--- config.mk ---
export PLATFORM = sky130hd
export DESIGN_NAME = frame_stamper_flat
export DESIGN_NICKNAME = d
export VERILOG_FILES = /design/src/rtl/frame_stamper_if.sv /design/src/rtl/frame_stamper.sv /design/src/flat_wrapper.sv
export SDC_FILE = /design/constraint.sdc
export NUM_CORES = 1
export LEC_CHECK = 0
export ABC_AREA = 1
export BUFFER_PORTS_ARGS = -buffer_cell sky130_fd_sc_hd__buf_4
export CORE_MARGIN = 2
export CORE_UTILIZATION = 59
export DETAILED_ROUTE_END_ITERATION = 7
export PLACE_DENSITY_LB_ADDON = 0.12
export SLEW_MARGIN = 20
export SYNTH_ARGS = -nofsm -noshare
export SYNTH_HDL_FRONTEND = slang
export SYNTH_SLANG_ARGS = --single-unit
--- constraint.sdc ---
create_clock -name clk -period 2.67 [get_ports clk]
set_input_delay 0.4005 -clock clk [delete_from_list [all_inputs] [get_ports clk]]
set_output_delay 0.4005 -clock clk [all_outputs]
set_load 0.01 [all_outputs]
--- src/rtl/frame_stamper_if.sv ---
// rtl/frame_stamper_if.sv - frame stamper request, BRAM write and transmitter handshake bundle
//
// Signals:
//   trigger      frame request
//   payload      32-bit payload word, captured on accepted trigger
//   tx_busy      transmitter busy
//   bram_wr_en   BRAM write enable
//   bram_wr_addr BRAM byte write address
//   bram_wr_data BRAM write data
//   start        transmitter start pulse
//   busy         stamper not idle
//   done         frame-complete pulse
//   timeout      sticky transmitter no-response flag
//   drop_cnt     saturating count of ignored triggers
// Modports: master = stamper side, slave = environment side.

interface frame_stamper_if;
    logic        trigger;
    logic [31:0] payload;
    logic        tx_busy;
    logic        bram_wr_en;
    logic [9:0]  bram_wr_addr;
    logic [7:0]  bram_wr_data;
    logic        start;
    logic        busy;
    logic        done;
    logic        timeout;
    logic [7:0]  drop_cnt;

    modport master (
        input  trigger, payload, tx_busy,
        output bram_wr_en, bram_wr_addr, bram_wr_data,
        output start, busy, done, timeout, drop_cnt
    );

    modport slave (
        output trigger, payload, tx_busy,
        input  bram_wr_en, bram_wr_addr, bram_wr_data,
        input  start, busy, done, timeout, drop_cnt
    );
endinterface

--- src/rtl/frame_stamper.sv ---
// rtl/frame_stamper.sv - patches IPv4 ID, header checksum and payload word into the TX frame template, then starts the transmitter
//
// Ports:
//   clk     system clock
//   rst_n   asynchronous active-low reset
//   clk_en  clock-enable strobe; every register advances only when high
//   fs      frame_stamper_if.master (trigger/payload/tx_busy in; BRAM write port, start, busy, done, timeout, drop_cnt out)
// Optional feature macro: FRAME_STAMPER_AUTO_TRIG_EN
//   defined   - internal 21-bit period counter adds a trigger on each wrap; payload comes from an internal frame counter
//   undefined - only fs.trigger starts frames and fs.payload is used

module frame_stamper #(
    parameter logic [9:0]  IPID_ADDR    = 10'h01A,
    parameter logic [9:0]  CSUM_ADDR    = 10'h020,
    parameter logic [9:0]  PAYLOAD_ADDR = 10'h038,
    parameter logic [15:0] CSUM_BASE    = 16'hB861,
    parameter int          BUSY_TIMEOUT = 255
) (
    input logic             clk,
    input logic             rst_n,
    input logic             clk_en,
    frame_stamper_if.master fs
);

    typedef enum logic [2:0] {
        S_IDLE,
        S_CALC,
        S_WRITE,
        S_START,
        S_WAIT_HI,
        S_WAIT_LO
    } state_t;

    // Terminal value of the wait counter: WAIT_HI gives up after BUSY_TIMEOUT enabled cycles.
    localparam logic [7:0] TO_LAST = 8'(BUSY_TIMEOUT - 1);

    state_t      state;
    logic [15:0] ip_id;
    logic [15:0] csum;
    logic [31:0] payload_q;
    logic [2:0]  k;
    logic [7:0]  to_cnt;

    logic [16:0] csum_sum;
    logic [15:0] csum_fold;
    logic [2:0]  nxt_idx;
    logic [9:0]  nxt_addr;
    logic [7:0]  nxt_data;
    logic        trig_in;
    logic [31:0] payload_src;
    logic        accept;

`ifdef FRAME_STAMPER_AUTO_TRIG_EN
    logic [20:0] period_cnt;
    logic [31:0] frame_cnt;

    always_ff @(posedge clk or negedge rst_n) begin
        if (!rst_n) begin
            period_cnt <= '0;
        end else if (clk_en) begin
            period_cnt <= period_cnt + 21'd1;
        end
    end

    // The auto trigger fires on the cycle the period counter rolls over.
    assign trig_in     = fs.trigger | (period_cnt == '1);
    assign payload_src = frame_cnt;
`else
    assign trig_in     = fs.trigger;
    assign payload_src = fs.payload;
`endif

    assign accept = trig_in && (state == S_IDLE) && !fs.tx_busy;

    // Ones-complement add of the ID into the precomputed static sum, with end-around carry.
    assign csum_sum  = {1'b0, CSUM_BASE} + {1'b0, ip_id};
    assign csum_fold = csum_sum[15:0] + {15'd0, csum_sum[16]};

    // Address/data for the byte following the one currently on the write port.
    assign nxt_idx = k + 3'd1;

    always_comb begin
        nxt_addr = IPID_ADDR;
        nxt_data = ip_id[15:8];
        case (nxt_idx)
            3'd1: begin nxt_addr = IPID_ADDR + 10'd1;    nxt_data = ip_id[7:0];       end
            3'd2: begin nxt_addr = CSUM_ADDR;            nxt_data = csum[15:8];       end
            3'd3: begin nxt_addr = CSUM_ADDR + 10'd1;    nxt_data = csum[7:0];        end
            3'd4: begin nxt_addr = PAYLOAD_ADDR;         nxt_data = payload_q[31:24]; end
            3'd5: begin nxt_addr = PAYLOAD_ADDR + 10'd1; nxt_data = payload_q[23:16]; end
            3'd6: begin nxt_addr = PAYLOAD_ADDR + 10'd2; nxt_data = payload_q[15:8];  end
            3'd7: begin nxt_addr = PAYLOAD_ADDR + 10'd3; nxt_data = payload_q[7:0];   end
            default: ;
        endcase
    end

    always_ff @(posedge clk or negedge rst_n) begin
        if (!rst_n) begin
            state           <= S_IDLE;
            ip_id           <= '0;
            csum            <= '0;
            payload_q       <= '0;
            k               <= '0;
            to_cnt          <= '0;
            fs.bram_wr_en   <= 1'b0;
            fs.bram_wr_addr <= '0;
            fs.bram_wr_data <= '0;
            fs.start        <= 1'b0;
            fs.busy         <= 1'b0;
            fs.done         <= 1'b0;
            fs.timeout      <= 1'b0;
            fs.drop_cnt     <= '0;
`ifdef FRAME_STAMPER_AUTO_TRIG_EN
            frame_cnt       <= '0;
`endif
        end else if (clk_en) begin
            fs.done <= 1'b0;

            if (trig_in && !accept && (fs.drop_cnt != 8'hFF)) begin
                fs.drop_cnt <= fs.drop_cnt + 8'd1;
            end

            case (state)
                S_IDLE: begin
                    if (accept) begin
                        payload_q <= payload_src;
                        fs.busy   <= 1'b1;
                        state     <= S_CALC;
`ifdef FRAME_STAMPER_AUTO_TRIG_EN
                        frame_cnt <= frame_cnt + 32'd1;
`endif
                    end
                end

                // First byte only needs ip_id, so it goes out together with the checksum register load.
                S_CALC: begin
                    csum            <= ~csum_fold;
                    k               <= 3'd0;
                    fs.bram_wr_en   <= 1'b1;
                    fs.bram_wr_addr <= IPID_ADDR;
                    fs.bram_wr_data <= ip_id[15:8];
                    state           <= S_WRITE;
                end

                S_WRITE: begin
                    if (k == 3'd7) begin
                        fs.bram_wr_en <= 1'b0;
                        state         <= S_START;
                    end else begin
                        k               <= nxt_idx;
                        fs.bram_wr_addr <= nxt_addr;
                        fs.bram_wr_data <= nxt_data;
                    end
                end

                // One idle cycle after the last write, then a single-cycle start pulse.
                S_START: begin
                    if (!fs.start) begin
                        fs.start <= 1'b1;
                    end else begin
                        fs.start <= 1'b0;
                        to_cnt   <= '0;
                        state    <= S_WAIT_HI;
                    end
                end

                S_WAIT_HI: begin
                    if (fs.tx_busy) begin
                        state <= S_WAIT_LO;
                    end else if (to_cnt == TO_LAST) begin
                        fs.timeout <= 1'b1;
                        ip_id      <= ip_id + 16'd1;
                        fs.busy    <= 1'b0;
                        state      <= S_IDLE;
                    end else begin
                        to_cnt <= to_cnt + 8'd1;
                    end
                end

                S_WAIT_LO: begin
                    if (!fs.tx_busy) begin
                        fs.done <= 1'b1;
                        ip_id   <= ip_id + 16'd1;
                        fs.busy <= 1'b0;
                        state   <= S_IDLE;
                    end
                end

                default: begin
                    state <= S_IDLE;
                end
            endcase
        end
    end

endmodule
--- src/flat_wrapper.sv ---
// flat-port wrapper written by rule: the top's interface ports become plain ports
module frame_stamper_flat 
#(
    parameter logic [9:0]  IPID_ADDR    = 10'h01A,
    parameter logic [9:0]  CSUM_ADDR    = 10'h020,
    parameter logic [9:0]  PAYLOAD_ADDR = 10'h038,
    parameter logic [15:0] CSUM_BASE    = 16'hB861,
    parameter int          BUSY_TIMEOUT = 255
)
  (clk, rst_n, clk_en, fs_trigger, fs_payload, fs_tx_busy, fs_bram_wr_en, fs_bram_wr_addr, fs_bram_wr_data, fs_start, fs_busy, fs_done, fs_timeout, fs_drop_cnt);
  frame_stamper_if fs_i ();
  input logic clk;
  input logic rst_n;
  input logic clk_en;
  input wire logic [$bits(fs_i.trigger)-1:0] fs_trigger;
  input wire logic [$bits(fs_i.payload)-1:0] fs_payload;
  input wire logic [$bits(fs_i.tx_busy)-1:0] fs_tx_busy;
  output wire logic [$bits(fs_i.bram_wr_en)-1:0] fs_bram_wr_en;
  output wire logic [$bits(fs_i.bram_wr_addr)-1:0] fs_bram_wr_addr;
  output wire logic [$bits(fs_i.bram_wr_data)-1:0] fs_bram_wr_data;
  output wire logic [$bits(fs_i.start)-1:0] fs_start;
  output wire logic [$bits(fs_i.busy)-1:0] fs_busy;
  output wire logic [$bits(fs_i.done)-1:0] fs_done;
  output wire logic [$bits(fs_i.timeout)-1:0] fs_timeout;
  output wire logic [$bits(fs_i.drop_cnt)-1:0] fs_drop_cnt;
  assign fs_i.trigger = fs_trigger;
  assign fs_i.payload = fs_payload;
  assign fs_i.tx_busy = fs_tx_busy;
  assign fs_bram_wr_en = fs_i.bram_wr_en;
  assign fs_bram_wr_addr = fs_i.bram_wr_addr;
  assign fs_bram_wr_data = fs_i.bram_wr_data;
  assign fs_start = fs_i.start;
  assign fs_busy = fs_i.busy;
  assign fs_done = fs_i.done;
  assign fs_timeout = fs_i.timeout;
  assign fs_drop_cnt = fs_i.drop_cnt;
  frame_stamper #(.IPID_ADDR(IPID_ADDR), .CSUM_ADDR(CSUM_ADDR), .PAYLOAD_ADDR(PAYLOAD_ADDR), .CSUM_BASE(CSUM_BASE), .BUSY_TIMEOUT(BUSY_TIMEOUT)) u_core (.clk(clk), .rst_n(rst_n), .clk_en(clk_en), .fs(fs_i));
endmodule
==> flow_summary.yaml <==
status:
  status: "finished, final reports clean"
route:
  vias_per_cell: 5.408
  wl_um: 14940
  drt_iter0_markers: 327
  drc: 0
  via_count: 5219
  drt.antenna.violating_nets: 0
  wl_per_cell_um: 15.48
  firstDrtPassIters: 5
synth:
  syn_area_mm2: 0.005768
  synth-seq-cells: 102
  avgSynthCellArea_um2: 7.753
  synth_top_area_share: 0.4425
  synth-seq-area-share: 0.4425
  syn-instance-count: 744
  ys_warn_count: 0
  yosys.cell_types.count: 45
  yosys.area.top_type: "dfrtp_1"
  synthArstFlopShare: 1.000
  synth_ff_type: "dfrtp_1"
  ys_top_cells_by_area: "dfrtp_1 (44%), nand2_1 (15%), o21ai_0 (4.8%)"
  synth_edf_count: 0
worst_setup_path:
  path_class: "reg2reg"
  cp-start-kind: "register"
  cp-end-kind: "register"
  path_max_fanout: 7
  worstPathArrival_ns: 2.79
  worstPathRequired_ns: 2.94
clock_tree:
  numCtsBuffers: 9
  h-tree-depth: 3
  clockBufferDepth: 2
  cts_sinks: 102
  path_clk_slew_ns: 0.10
  insertion_delay_ns: 0.39
  tritoncts: "built"
  cts-root-buf: "clkbuf_8"
finish:
  utilization: 0.7061
  syn_to_final_growth_pct: 18.00
  multi_input_area_mm2: 0.002820
  seqCellArea_mm2: 0.002559
  fillers: 830
  nets: 876
  drive_gt1_frac: 0.2127
  final_common_cell: "nand2_1"
  layout_common_cells: "nand2_1 (227), dfrtp_1 (97), buf_4 (91)"
  diodes: 0
placed_design:
  io_buffers: 62
  dp_hpwl_um: 11160
  place.gp.congestion: 0.9645
  pre_cts_ws_ns: -0.01131
run:
  drv_cap: 0
die:
  rows: 36
  core_mm2: 0.009639
  die-area_mm2: 0.01058
  boundaryPins: 68
  die_w_um: 102.9
  dieHeight_um: 102.9
  initial_core_util: 0.5984
pwr:
  power_density_mw_per_mm2: 857.8
  p_total_uw: 5838
  peakVddDrop_uv: 568.3
  p_leak_uw: 0.003398
timing:
  tightest_slew_ns: 0.5085
  fin_crit_sh: 0.9439
  fin_skew_ns: 0.008224
  fin_crit_ns: 2.520
  final_max_slew_viol_count: 0
  hold_viol: 0
  fin_setup_tns_ns: 0
  maxSlewHeadroom: 0.6595
  clock.fmax_ghz: 0.3968
  whs_ns: 0.2069
  setup_viol: 0
  fin_ws_ns: 0.1498
worst_hold_path:
  hp-class: "in2reg"
global_route:
  grt_start_max_net_pins: 71
  antenna_found_initial: 0
  grt_use_total: 0.3054
  grt_pass1_vias: 4962
  grt_pass1_wl_um: 24430
  overflow: 0
==> Yosys cell counts (2+ instances only) <==
master and n:
buf_6 2, buf_2 6, o2111ai_1 2, o21ai_1 3
a21oi_1 15, nor2_4 5, nand3_2 6, a31oi_1 6
nand4_1 15, nor3_1 6, nor4_1 4, o221ai_1 2
nand3b_1 2, nand2_4 3, ha_1 12, nand2_1 228
nand3_1 41, xnor2_1 6, inv_2 13, o21bai_1 2
nand2_2 18, dfrtp_1 102, nor3_2 2, buf_4 10
a22o_1 2, o22ai_1 2, o211ai_1 7, inv_1 73
nor2_2 8, o21ai_0 55, clkbuf_1 7, xor2_1 16
nor2_1 51
==> state kept, by name, summed over array words and instances, names as in the netlist <==
| register | count |
|---|---|
| u_core.payload_q | 32 |
| u_core.fs.start | 1 |
| u_core.k | 2 |
| u_core.to_cnt | 8 |
| u_core.fs.drop_cnt | 8 |
| u_core.fs.bram_wr_en | 1 |
| u_core.fs.bram_wr_data | 8 |
| u_core.csum | 16 |
| u_core.fs.busy | 1 |
| u_core.fs.timeout | 1 |
| u_core.fs.bram_wr_addr | 4 |
| u_core.state | 3 |
| u_core.ip_id | 16 |
| u_core.fs.done | 1 |
==> cell type report <==
cell class,count,area share
Tap cell,133,0.02445
Inverter,86,0.04779
Sequential cell,102,0.3759
Clock buffer,11,0.02077
Timing Repair Buffer,93,0.1048
Multi-Input combinational cell,535,0.4143
Clock inverter,5,0.01195
==> through the flow <==
step / instances / cell area, um^2
2_1_floorplan: 748 / 5783
3_3_place_gp: 939 / 6434
3_5_place_dp: 939 / 6434
4_1_cts: 956 / 6674
5_1_grt: 965 / 6807
6_report: 965 / 6807
==> logic make-up after synthesis <==
| logic type | synth area share |
|---|---|
| DFF | 0.4425 |
| buffers and inverters | 0.08265 |
| other | 0.0006501 |
| adders and majority gates | 0.02603 |
| and+or+nand+nor | 0.3085 |
| AOI/OAI and AO/OA | 0.1063 |
| xor gates and xnor gates | 0.03340 |
==> power by group <==
| part | internal (uW) | switching, uW | total [uW] |
|---|---|---|---|
| logic | 882 | 1390 | 2280 |
| registers | 2080 | 377 | 2460 |
| clock network | 556 | 549 | 1100 |
==> worst paths after layout <==
kind	from	slack (ns)	cells past startpoint	to
setup / recovery	u_core.fs.bram_wr_addr[0]	0.15	10	u_core.fs.bram_wr_data[2]
hold / removal	fs_payload[16]	0.21	3	u_core.payload_q[16]
setup reg to reg	u_core.fs.bram_wr_addr[0]	0.15	10	u_core.fs.bram_wr_data[2]
hold reg to reg	u_core.payload_q[11]	0.48	2	u_core.payload_q[11]
max in group asynchronous	rst_n	1.43	3	u_core.payload_q[13]
min in group asynchronous	rst_n	0.51	2	u_core.to_cnt[5]
==> worst max-delay path, cell delays in order (launching register included) <==
cell and delay, ns:
dfrtp_1 0.45, ha_1 0.23, ha_2 0.41, nand2_2 0.10, inv_1 0.21, nor2_2 0.10
nand4_1 0.15, o21ai_4 0.11, buf_4 0.17, nor4_1 0.34, o21ai_0 0.13
==> per-layer routing <==
metal  vias to the layer above  GRT usage  wire length, um
met5                         -          0                0
met4                         0     0.1053              344
met3                        36    0.07254              926
met2                       204     0.4877             7159
met1                      2419     0.4118             6508
li1                       2560          -                -
==> timing repair <==
item	CTS	global route
hold buffers	1	0
pin swaps	0	9
setup buffers	0	9
setup endpoints to repair	1	15
gates resized for setup	1	19
hold endpoints to repair	32	0
Power figures use the tool's default switching activity.
